<file path="src/rtl/pulse_pwm.sv">
// -----------------------------------------------------------------------------
// pulse_pwm
//   Tick-driven PWM generator. Each frame lasts act_period+1 ticks and pwm is
//   high for the first act_duty ticks of the frame. period/duty are captured
//   into shadow registers by 'load' and only become active on a frame
//   boundary (or on entry from IDLE). Dropping 'enable' lets the current frame
//   finish before the block returns to IDLE.
//
// Ports
//   clk        in   system clock, rising edge
//   rst        in   synchronous, active-high reset
//   tick       in   timebase enable (one counter step per tick)
//   enable     in   1 = run, 0 = finish current frame then idle
//   period     in   [WIDTH] frame length minus 1, in ticks
//   duty       in   [WIDTH] high time per frame, in ticks
//   load       in   strobe: capture period/duty into the shadow registers
//   pwm        out  PWM output, decoded from registers only
//   frame_end  out  one-cycle strobe in the cycle after a frame wrap
//   pending    out  shadow registers hold values not yet applied
// -----------------------------------------------------------------------------
module pulse_pwm #(
  parameter int WIDTH = 8
) (
  input  logic             clk,
  input  logic             rst,
  input  logic             tick,
  input  logic             enable,
  input  logic [WIDTH-1:0] period,
  input  logic [WIDTH-1:0] duty,
  input  logic             load,
  output logic             pwm,
  output logic             frame_end,
  output logic             pending
);

  typedef enum logic [1:0] {
    IDLE  = 2'd0,
    RUN   = 2'd1,
    DRAIN = 2'd2
  } state_e;

  state_e           state_q, state_d;
  logic [WIDTH-1:0] cnt_q, cnt_d;
  logic [WIDTH-1:0] act_period_q, act_period_d;
  logic [WIDTH-1:0] act_duty_q, act_duty_d;
  logic [WIDTH-1:0] sh_period_q, sh_period_d;
  logic [WIDTH-1:0] sh_duty_q, sh_duty_d;
  logic             pending_q, pending_d;
  logic             frame_end_q, frame_end_d;
  logic             wrap;

  // A tick with the counter at the active period ends the frame. Because the
  // counter wraps exactly at act_period it can never exceed it, so there is
  // no overflow case even at period = 2^WIDTH-1.
  assign wrap = (state_q != IDLE) && tick && (cnt_q == act_period_q);

  always_comb begin
    // NOTE: every signal gets a default first so no path leaves it unassigned;
    // otherwise synthesis infers a latch.
    state_d      = state_q;
    cnt_d        = cnt_q;
    act_period_d = act_period_q;
    act_duty_d   = act_duty_q;
    sh_period_d  = sh_period_q;
    sh_duty_d    = sh_duty_q;
    pending_d    = pending_q;
    frame_end_d  = 1'b0;

    // Last load wins in the shadow; whether it also becomes pending depends
    // on whether it lands on an activation point (handled below).
    if (load) begin
      sh_period_d = period;
      sh_duty_d   = duty;
    end

    unique case (state_q)
      IDLE: begin
        cnt_d = '0;
        if (load) pending_d = 1'b1;
        if (enable) begin
          state_d = RUN;
          // A load coinciding with entry is used directly.
          if (load) begin
            act_period_d = period;
            act_duty_d   = duty;
            pending_d    = 1'b0;
          end else if (pending_q) begin
            act_period_d = sh_period_q;
            act_duty_d   = sh_duty_q;
            pending_d    = 1'b0;
          end
        end
      end

      RUN, DRAIN: begin
        if (wrap) begin
          cnt_d       = '0;
          frame_end_d = 1'b1;
          // A load on the boundary bypasses the shadow and never pends.
          if (load) begin
            act_period_d = period;
            act_duty_d   = duty;
            pending_d    = 1'b0;
          end else if (pending_q) begin
            act_period_d = sh_period_q;
            act_duty_d   = sh_duty_q;
            pending_d    = 1'b0;
          end
        end else begin
          if (tick) cnt_d = cnt_q + 1'b1;
          if (load) pending_d = 1'b1;
        end

        if (state_q == RUN) begin
          if (!enable) state_d = DRAIN;
        end else begin
          // Re-enable during the drain resumes without breaking the frame.
          if (enable)    state_d = RUN;
          else if (wrap) state_d = IDLE;
        end
      end

      default: state_d = IDLE;
    endcase
  end

  // NOTE: state updates use non-blocking assignments so every flop samples
  // the pre-edge values regardless of statement order.
  always_ff @(posedge clk) begin
    // NOTE: reset is synchronous; shadow registers are cleared too, so any
    // not-yet-applied load is discarded by reset.
    if (rst) begin
      state_q      <= IDLE;
      cnt_q        <= '0;
      act_period_q <= '0;
      act_duty_q   <= '0;
      sh_period_q  <= '0;
      sh_duty_q    <= '0;
      pending_q    <= 1'b0;
      frame_end_q  <= 1'b0;
    end else begin
      state_q      <= state_d;
      cnt_q        <= cnt_d;
      act_period_q <= act_period_d;
      act_duty_q   <= act_duty_d;
      sh_period_q  <= sh_period_d;
      sh_duty_q    <= sh_duty_d;
      pending_q    <= pending_d;
      frame_end_q  <= frame_end_d;
    end
  end

  assign pwm       = (state_q != IDLE) && (cnt_q < act_duty_q);
  assign frame_end = frame_end_q;
  assign pending   = pending_q;

endmodule
</file>
<file path="config.mk">
export PLATFORM = sky130hd
export DESIGN_NAME = pulse_pwm
export DESIGN_NICKNAME = d
export VERILOG_FILES = /design/src/rtl/pulse_pwm.sv
export SDC_FILE = /design/constraint.sdc
export NUM_CORES = 1
export LEC_CHECK = 0
export BUFFER_PORTS_ARGS = -buffer_cell sky130_fd_sc_hd__clkbuf_2
export CAP_MARGIN = 30
export CORE_UTILIZATION = 50
export CTS_BUF_LIST = sky130_fd_sc_hd__clkbuf_4 sky130_fd_sc_hd__clkbuf_8
export CTS_CLUSTER_DIAMETER = 100
export CTS_CLUSTER_SIZE = 8
export DETAILED_ROUTE_END_ITERATION = 12
export PLACE_DENSITY = 0.79
export SYNTH_ARGS = -nofsm -noshare
export SYNTH_HDL_FRONTEND = slang
export SYNTH_SLANG_ARGS = --single-unit
export TNS_END_PERCENT = 5
</file>
<file path="constraint.sdc">
create_clock -name clk -period 2.8 [get_ports clk]
set_clock_uncertainty 0.05 [all_clocks]
set_input_delay 0.7 -clock clk [delete_from_list [all_inputs] [get_ports clk]]
set_output_delay 0.7 -clock clk [all_outputs]
set_load 0.005 [all_outputs]
</file>
==> impl_metrics.yaml <==
status:
  status: "finished clean"
synthesis:
  seq_area_frac_synth_pct: 41.1
  yosysTopAreaCellShare_pct: 41.1
  synth_largest_area_cell: "dfxtp_1"
  synthCells: 209
  synth-edff-count: 0
  synthTopCellsByArea: "dfxtp_1 (41%), mux2i_1 (8.4%), ha_1 (7.0%)"
  yosysUniqueCellTypes: 38
  ys_top_cells_by_count: "dfxtp_1 (44), nor2_1 (35), mux2i_1 (18)"
  synth_nets: 242
  synth_most_common_cell: "dfxtp_1"
  yosys_most_used_dff: "dfxtp_1"
  synthArstFlopShare_pct: 0
  yosys_warnings: 0
  syn_area_per_cell_um2: 10.2
  netlist_area_um2: 2140
  yosys_register_bits: 44
worst_setup_path:
  worstPathArrival_ns: 1.82
  r2r_start: "state_q[0]"
  cp-end-kind: "primary output"
  startpoint_type: "register"
  reg2reg_depth: 8
  reg2reg_slack_ns: 0.34
  crit_type: "register to primary output"
  r2r-end: "act_period_q[0]"
  crit_path_max_fanout: 4
  required_ns: 2.05
global_route:
  grt_max_degree: 21
  grt_overflow: 0
  grt_pass1_wl_um: 6230
  grt_pass1_vias: 1374
  antenna_found_initial: 0
  grt_usage_pct: 18.6
detailed_routing:
  route.detailed.drc: 0
  drt-total-wl_um: 3640
  vias: 1465
  dr.pass1.iters: 4
  post_drt_wl_per_cell_um: 12.7
  drt-initial-drc-count: 67
  ant_nets: 0
  viasPerCell: 5.12
sta:
  finalHoldViolCount: 0
  layout_min_cycle_time_ns: 2.57
  max_freq_mhz: 389
  slew_violations: 0
  fin_tns_setup_ns: 0
  slew-limit-headroom_pct: 74.5
  setup_viol: 0
  hold_slack_ns: 0.471
  worstMarginPinSlew_ns: 0.380
  rsz0062_at_grt: "false"
  final.period_utilization_pct: 91.8
flow_run:
  cap_violations: 0
clocking:
  cts_hold_buf: 0
  cts_sinks: 44
  cts-root-buf: "clkbuf_8"
  clock_latency_ns: 0.29
  ctsResizeCount: 0
  cts_buffers: 5
  post_cts_buffers: 0
  cts.clk_slew.worst_paths_ns: 0.08
  htreeDepth: 2
  clk_path_buf_depth: 2
  cts_tree: "yes"
die:
  die_h_um: 67.4
  initial_core_util_pct: 52.8
  rows: 23
  die_width_um: 67.4
  coreArea_um2: 4060
  ios: 24
  dieArea_um2: 4550
power_and_ir_drop:
  p_total_mw: 1.41
  p_leak_nw: 1.14
  pwr_density_cell_nw_per_um2: 582
  ir_worst_vdd_mv: 0.347
finish:
  drive_gt1_share_pct: 25.4
  diodes: 0
  final_nets: 268
  area_growth_pct: 12.9
  fillCellCount: 345
worst_hold_path:
  worstHoldPathType: "register to register"
  hold_end: "sh_duty_q[0]"
  min-delay-start: "sh_duty_q[0]"
  holdPathStages: 2
placement:
  finalWeightedCongestion: 0.824
  io_buffers: 23
  dpl.hpwl_um: 2540
[cell type report]
cell class,count,area (um^2),area share (%)
Timing Repair Buffer,28,153,6.32
Clock buffer,7,96.3,3.99
Tap cell,50,62.6,2.59
Clock inverter,1,30.0,1.24
Multi-Input combinational cell,142,1140,47.2
Sequential cell,44,881,36.5
Inverter,14,52.6,2.18
[worst max path at each step]
stage	slack [ns]	cells past startpoint	from	endpoint
2_1_floorplan	0.48	10	state_q[0]	act_duty_q[5]
3_3_place_gp	0.48	8	state_q[0]	act_period_q[0]
3_5_place_dp	0.39	8	state_q[0]	act_period_q[6]
4_1_cts	0.21	6	cnt_q[5]	pwm
5_1_grt	0.09	6	cnt_q[5]	pwm
6_report	0.23	6	cnt_q[5]	pwm
[cells in the final DEF (no fill, tap or decap), types with 2 or more instances in the layout]
cell	Yosys	routed
dfxtp_1	44	44
inv_1	14	14
xor2_1	12	12
a21o_1	2	2
clkbuf_8	0	7
mux2_2	7	7
nor3_1	3	3
nor2b_1	10	10
nand2b_1	2	2
nand2_1	3	3
a21oi_1	3	3
nor2_1	35	35
clkbuf_2	0	23
mux2i_1	18	18
buf_4	0	5
nand4_1	2	2
mux2_4	10	10
ha_1	12	12
xnor2_1	3	3
a31oi_1	4	4
[state kept, by name, summed over array words and instances, names as in the netlist]
name,cells
cnt_q,8
sh_duty_q,8
state_q,2
sh_period_q,8
act_duty_q,8
pending,1
frame_end,1
act_period_q,8
[cells by family after synthesis]
logic type | synth area share, %
AO/OA/AOI/OAI | 5.73
XOR/XNOR | 6.14
adder cells (fa/ha/maj) | 7.01
buffers and inverters | 5.55
flip-flops | 41.1
multiplexers | 19.1
AND/OR/NAND/NOR | 15.3
[power by group]
group / total [mW] / switching [mW] / leakage, nW / internal (mW)
clock network: 0.515 / 0.200 / 0.0645 / 0.315
registers: 0.678 / 0.0176 / 0.360 / 0.660
logic: 0.214 / 0.108 / 0.712 / 0.105
[critical path, stage by stage (launching register included)]
cell	delay, ns
dfxtp_1	0.46
ha_1	0.30
a21o_1	0.17
a31oi_1	0.12
o21ai_0	0.11
a31oi_1	0.23
clkbuf_2	0.15
[through the flow]
| stage | area [um^2] | worst slack, ns | utilization [%] | instances |
|---|---|---|---|---|
| global route | 2420 | 0.0944 | 59.5 | 286 |
| detailed placement | 2290 | 0.388 | 56.4 | 278 |
| CTS | 2420 | 0.209 | 59.5 | 286 |
| global placement | 2290 | 0.477 | 56.4 | 278 |
| floorplan | 2140 | 0.484 | - | 209 |
| finish | 2420 | 0.230 | 59.5 | 286 |
[routing by layer]
metal | track usage, % | up-vias | part of all wire (%)
li1 | - | 757 | -
met2 | 29.9 | 18 | 47
met1 | 23.7 | 681 | 48
met5 | 0 | - | 0
met3 | 4.56 | 9 | 2.9
met4 | 7.98 | 0 | 1.9
No activity file was read; power rests on OpenSTA's default activity.
